## src/rtl/mips_cpu_seq_ctrl.sv

```systemverilog
// Multi-cycle instruction sequencer for the bus-based MIPS CPU.
// Steps FETCH -> EXEC -> [MEM | MULDIV] and gates decoder strobes into the commit cycle.
module mips_cpu_seq_ctrl (
    input  logic       clk,
    input  logic       reset,
    input  logic       waitrequest,
    input  logic       dec_mem_read,
    input  logic       dec_mem_write,
    input  logic       dec_muldiv,
    input  logic       dec_reg_write,
    input  logic       muldiv_done,
    input  logic       pc_next_zero,
    output logic       bus_read,
    output logic       bus_write,
    output logic       addr_sel,
    output logic       ir_write,
    output logic       pc_write,
    output logic       reg_write,
    output logic       muldiv_start,
    output logic       active,
    output logic [2:0] state
);

    typedef enum logic [2:0] {
        S_FETCH  = 3'd0,
        S_EXEC   = 3'd1,
        S_MEM    = 3'd2,
        S_MULDIV = 3'd3,
        S_HALTED = 3'd4
    } state_t;

    state_t r_state;

    logic w_bus_read;
    logic w_bus_write;
    logic w_addr_sel;
    logic w_ir_write;
    logic w_pc_write;
    logic w_reg_write;
    logic w_muldiv_start;
    logic w_active;

    always_comb begin
        // NOTE: every output gets a default first so no path through the case infers a latch.
        w_bus_read     = 1'b0;
        w_bus_write    = 1'b0;
        w_addr_sel     = 1'b0;
        w_ir_write     = 1'b0;
        w_pc_write     = 1'b0;
        w_reg_write    = 1'b0;
        w_muldiv_start = 1'b0;
        w_active       = 1'b1;
        case (r_state)
            S_FETCH: begin
                w_bus_read = 1'b1;
                w_ir_write = !waitrequest;
            end
            S_EXEC: begin
                if (!dec_mem_read && !dec_mem_write) begin
                    if (dec_muldiv) begin
                        w_muldiv_start = 1'b1;
                    end else begin
                        w_pc_write  = 1'b1;
                        w_reg_write = dec_reg_write;
                    end
                end
            end
            S_MEM: begin
                // Read wins when both mem flags are set, so a store is "mem op that is not a load".
                w_addr_sel  = 1'b1;
                w_bus_read  = dec_mem_read;
                w_bus_write = !dec_mem_read;
                if (!waitrequest) begin
                    w_pc_write  = 1'b1;
                    w_reg_write = dec_mem_read & dec_reg_write;
                end
            end
            S_MULDIV: begin
                w_pc_write = muldiv_done;
            end
            default: begin
                w_active = 1'b0;
            end
        endcase
    end

    // Reset masks everything combinationally so strobes drop in the reset cycle itself.
    assign bus_read     = w_bus_read     & !reset;
    assign bus_write    = w_bus_write    & !reset;
    assign addr_sel     = w_addr_sel     & !reset;
    assign ir_write     = w_ir_write     & !reset;
    assign pc_write     = w_pc_write     & !reset;
    assign reg_write    = w_reg_write    & !reset;
    assign muldiv_start = w_muldiv_start & !reset;
    assign active       = w_active       & !reset;
    assign state        = reset ? 3'd0 : r_state;

    always_ff @(posedge clk) begin
        // NOTE: state registers use non-blocking assignment so every flop samples pre-edge values.
        if (reset) begin
            r_state <= S_FETCH;
        end else begin
            case (r_state)
                S_FETCH:  if (!waitrequest) r_state <= S_EXEC;
                S_EXEC: begin
                    if (dec_mem_read || dec_mem_write) r_state <= S_MEM;
                    else if (dec_muldiv)               r_state <= S_MULDIV;
                end
                S_MEM:    r_state <= S_MEM;
                S_MULDIV: r_state <= S_MULDIV;
                S_HALTED: r_state <= S_HALTED;
                default:  r_state <= S_HALTED;
            endcase
            // Any commit leaves the instruction; later assignment overrides the hold above.
            if (w_pc_write) r_state <= pc_next_zero ? S_HALTED : S_FETCH;
        end
    end

endmodule

```

## config.mk

```make
export PLATFORM = sky130hd
export DESIGN_NAME = mips_cpu_seq_ctrl
export DESIGN_NICKNAME = d
export VERILOG_FILES = /design/src/rtl/mips_cpu_seq_ctrl.sv
export SDC_FILE = /design/constraint.sdc
export NUM_CORES = 1
export LEC_CHECK = 0
export CORE_AREA = 10 10 47 49
export CTS_CLUSTER_DIAMETER = 50
export DETAILED_ROUTE_END_ITERATION = 8
export DIE_AREA = 0 0 57 59
export SYNTH_ARGS = -nofsm -noshare
export SYNTH_HDL_FRONTEND = slang
export SYNTH_SLANG_ARGS = --single-unit
```

## constraint.sdc

```tcl
create_clock -name clk -period 2.5 [get_ports clk]
set_clock_uncertainty 0.1 [all_clocks]
set_input_delay 0.5 -clock clk [delete_from_list [all_inputs] [get_ports clk]]
set_output_delay 0.5 -clock clk [all_outputs]
set_load 0.01 [all_outputs]
```

==> qor.txt, run 1 <==
Finish-stage setup viols: 0
RR Startpoint: r_state[1]
Critical Path End Type: primary output
Rows: 14
layout cells sized above 1: 29.6%
r2r worst-path depth: 4
slowest CP cell: or4b_4
CP top delay family: simple AND/OR/NAND/NOR gates
Pleak: 0.270 nW
Hold-fix buffers, CTS: 0
status: completed
IO Port Bufs: 19
area grow syn2layout: 107%
pwr dens: 423 nW/µm²
fin nets: 81
GRT met3 Usage: 3.65%
yosys warns: 0
Worst IR Drop VDD: 149 µV
largest net degree at the start of global routing: 10
synthesized cell area: 278 µm²
drt total wl: 1070 µm
Avg WL per Cell: 12.3 µm
Global Route met1 Usage: 7.77%
RD Place Congestion: 0.800
I/O pins: 20
# DRC: 0
min-delay src: r_state[0]
minimum hold slack: 544 ps
TritonCTS clock tree: built
grt ovf: 0
Place WS: -530 ps
MaxCap Viol Count: 0
critical-path cell list: clkdlybuf4s15_1 > or4b_4 > or3_4 > a21oi_2 > buf_2
crit path launch type: input pin
final worst slack: 65.5 ps
f_max: 411 MHz
vias in the first global route: 428
Netlist cell types: 21
initial antenna violation count: 0
CP required: 1900 ps
Worst Tran Pin Value: 182 ps
sequential share of the synthesized area: 21.6%
Most Used Layer, Global Route: met2
clock buffer depth: 2
first-pass GRT wire length: 1840 µm
Syn Area/Cell: 7.12 µm²
CP startpoint: dec_mem_write
CP max FO: 3
met2 usage: 9.92%
Detailed Route Iter0 Violations: 2
Synth Instances: 39
CP Data Arrival Time: 1830 ps
Final period util: 97.4%
Worst path max stage delay: 510 ps
die span in x: 57 µm
WP depth: 5
CTS Buf Count: 3
Largest regs: r_state: 3 flops
Die H: 59 µm
Total GRT Usage: 6.84%
most common cell after layout, fill and taps aside: buf_4
Max-slew headroom: 87.8%
Initial Util: 19.8%
RSZ-0062 raised after global routing: false
fin area: 576 µm²
FF+latch count, synth: 3
clock slew at reported path FFs: 40 ps
Antenna Nets Post-Route: 0
1st-pass router iterations: 2
Hold Fails Final Rpt: 0
Post-Syn Nets: 48
Final Max Tran Viols: 0
die area: 3360 µm²
FF/Latch Area: 60.1 µm²
worst min path class: flip-flop to flip-flop
area of the multi-input gates: 203 µm²
via-per-instance ratio: 4.49
CORE AREA: 1400 µm²
most frequent cells in the layout: buf_4 (11), clkdlybuf4s50_1 (10), nor2_1 (6)
CTS H-Tree Depth: 1
Crit Path Category: input pin to primary output
ant diodes: 0
Filler cells: 168
Placed Area: 556 µm²
root buffer cell: clkbuf_4
CTS sink count: 3
Clock Latency Late Sink: 240 ps
Top reg by flops: r_state
setup bufs post-CTS: 0
via count: 391
hold path depth: 2
crit path time final: 2430 ps
CP Buf/Inv Count: 2
detailed placement HPWL: 829 µm
max reg flops: 3
Yosys cell counts (all sizes together):
| master | count | area, µm² |
|---|---|---|
| nor3 | 2 | 10.0 |
| nand2 | 2 | 7.51 |
| dfxtp | 3 | 60.1 |
| a21oi | 4 | 20.0 |
| nor2b | 3 | 18.8 |
| or4b | 1 | 13.8 |
| nand2b | 3 | 18.8 |
| nor2 | 6 | 22.5 |
| or3 | 2 | 17.5 |
| and3b | 1 | 8.76 |
| a31o | 1 | 8.76 |
| o21ai | 1 | 5.00 |
| inv | 2 | 7.51 |
| o2111a | 1 | 11.3 |
| nand3 | 2 | 10.0 |
| a31oi | 1 | 6.26 |
| buf | 1 | 11.3 |
| nand3b | 1 | 7.51 |
| a2bb2oi | 1 | 8.76 |
| clkbuf | 1 | 3.75 |
kinds of logic after synthesis:
group | count (synthesis) | share of synthesized area, %
flip-flops | 3 | 21.6
AO/OA/AOI/OAI | 9 | 21.6
AND/OR/NAND/NOR | 23 | 48.7
buffers and inverters | 4 | 8.11
per-layer routing:
metal | vias to the layer above | share of wire (%)
met5 | - | 0
met4 | 0 | 1.3
met3 | 2 | 11
met2 | 17 | 44
met1 | 170 | 44
li1 | 202 | -
worst paths after layout:
kind / slack, ps / to
max: 70 / reg_write
min: 540 / r_state[1]
max reg2reg: 820 / r_state[1]
min reg2reg: 540 / r_state[1]
cell type report:
cell class	instances	share of cell area, %
clock buffer	4	4.57
sequential	3	10.4
inverter	2	1.30
multi-input combinational	32	35.2
timing repair buffer	30	45.0
tap	16	3.48
where the power goes:
part           switching [W]  leakage (nW)  internal (W)  total (W)
registers         0.00000228        0.0246     0.0000533  0.0000556
logic              0.0000443         0.231     0.0000569   0.000101
clock network      0.0000271        0.0150     0.0000600  0.0000870
total              0.0000736         0.270      0.000170   0.000244
worst reg2reg max path, delay by kind of cell (launching register included):
family          cells  cell delay (ps)
simple gates        2              900
compound gates      1              120
flops               1              300
buf+inv             1              150
what timing repair did:
action                     in CTS  in global routing
pin swaps                       4                  1
gates cloned                    0                  0
setup endpoints to repair       7                  3
resized for setup              17                  1
through the flow:
step                std cells  setup TNS [ps]  total power [W]  utilization [%]
floorplan                  39               0         0.000106                -
global placement           83           -1700         0.000163             39.6
detailed placement         83           -1730         0.000163             39.6
CTS                        87               0         0.000249             40.9
global route               87               0         0.000263             41.1
finish                     87               0         0.000244             41.1
(Power assumes the default switching activity.)
==> run 2, diff against run 1 <==
Settings changed: SLEW_MARGIN set to 20.
==> results of run 2 <==
Final layout, timing and power as in run 1 (identical DEF).
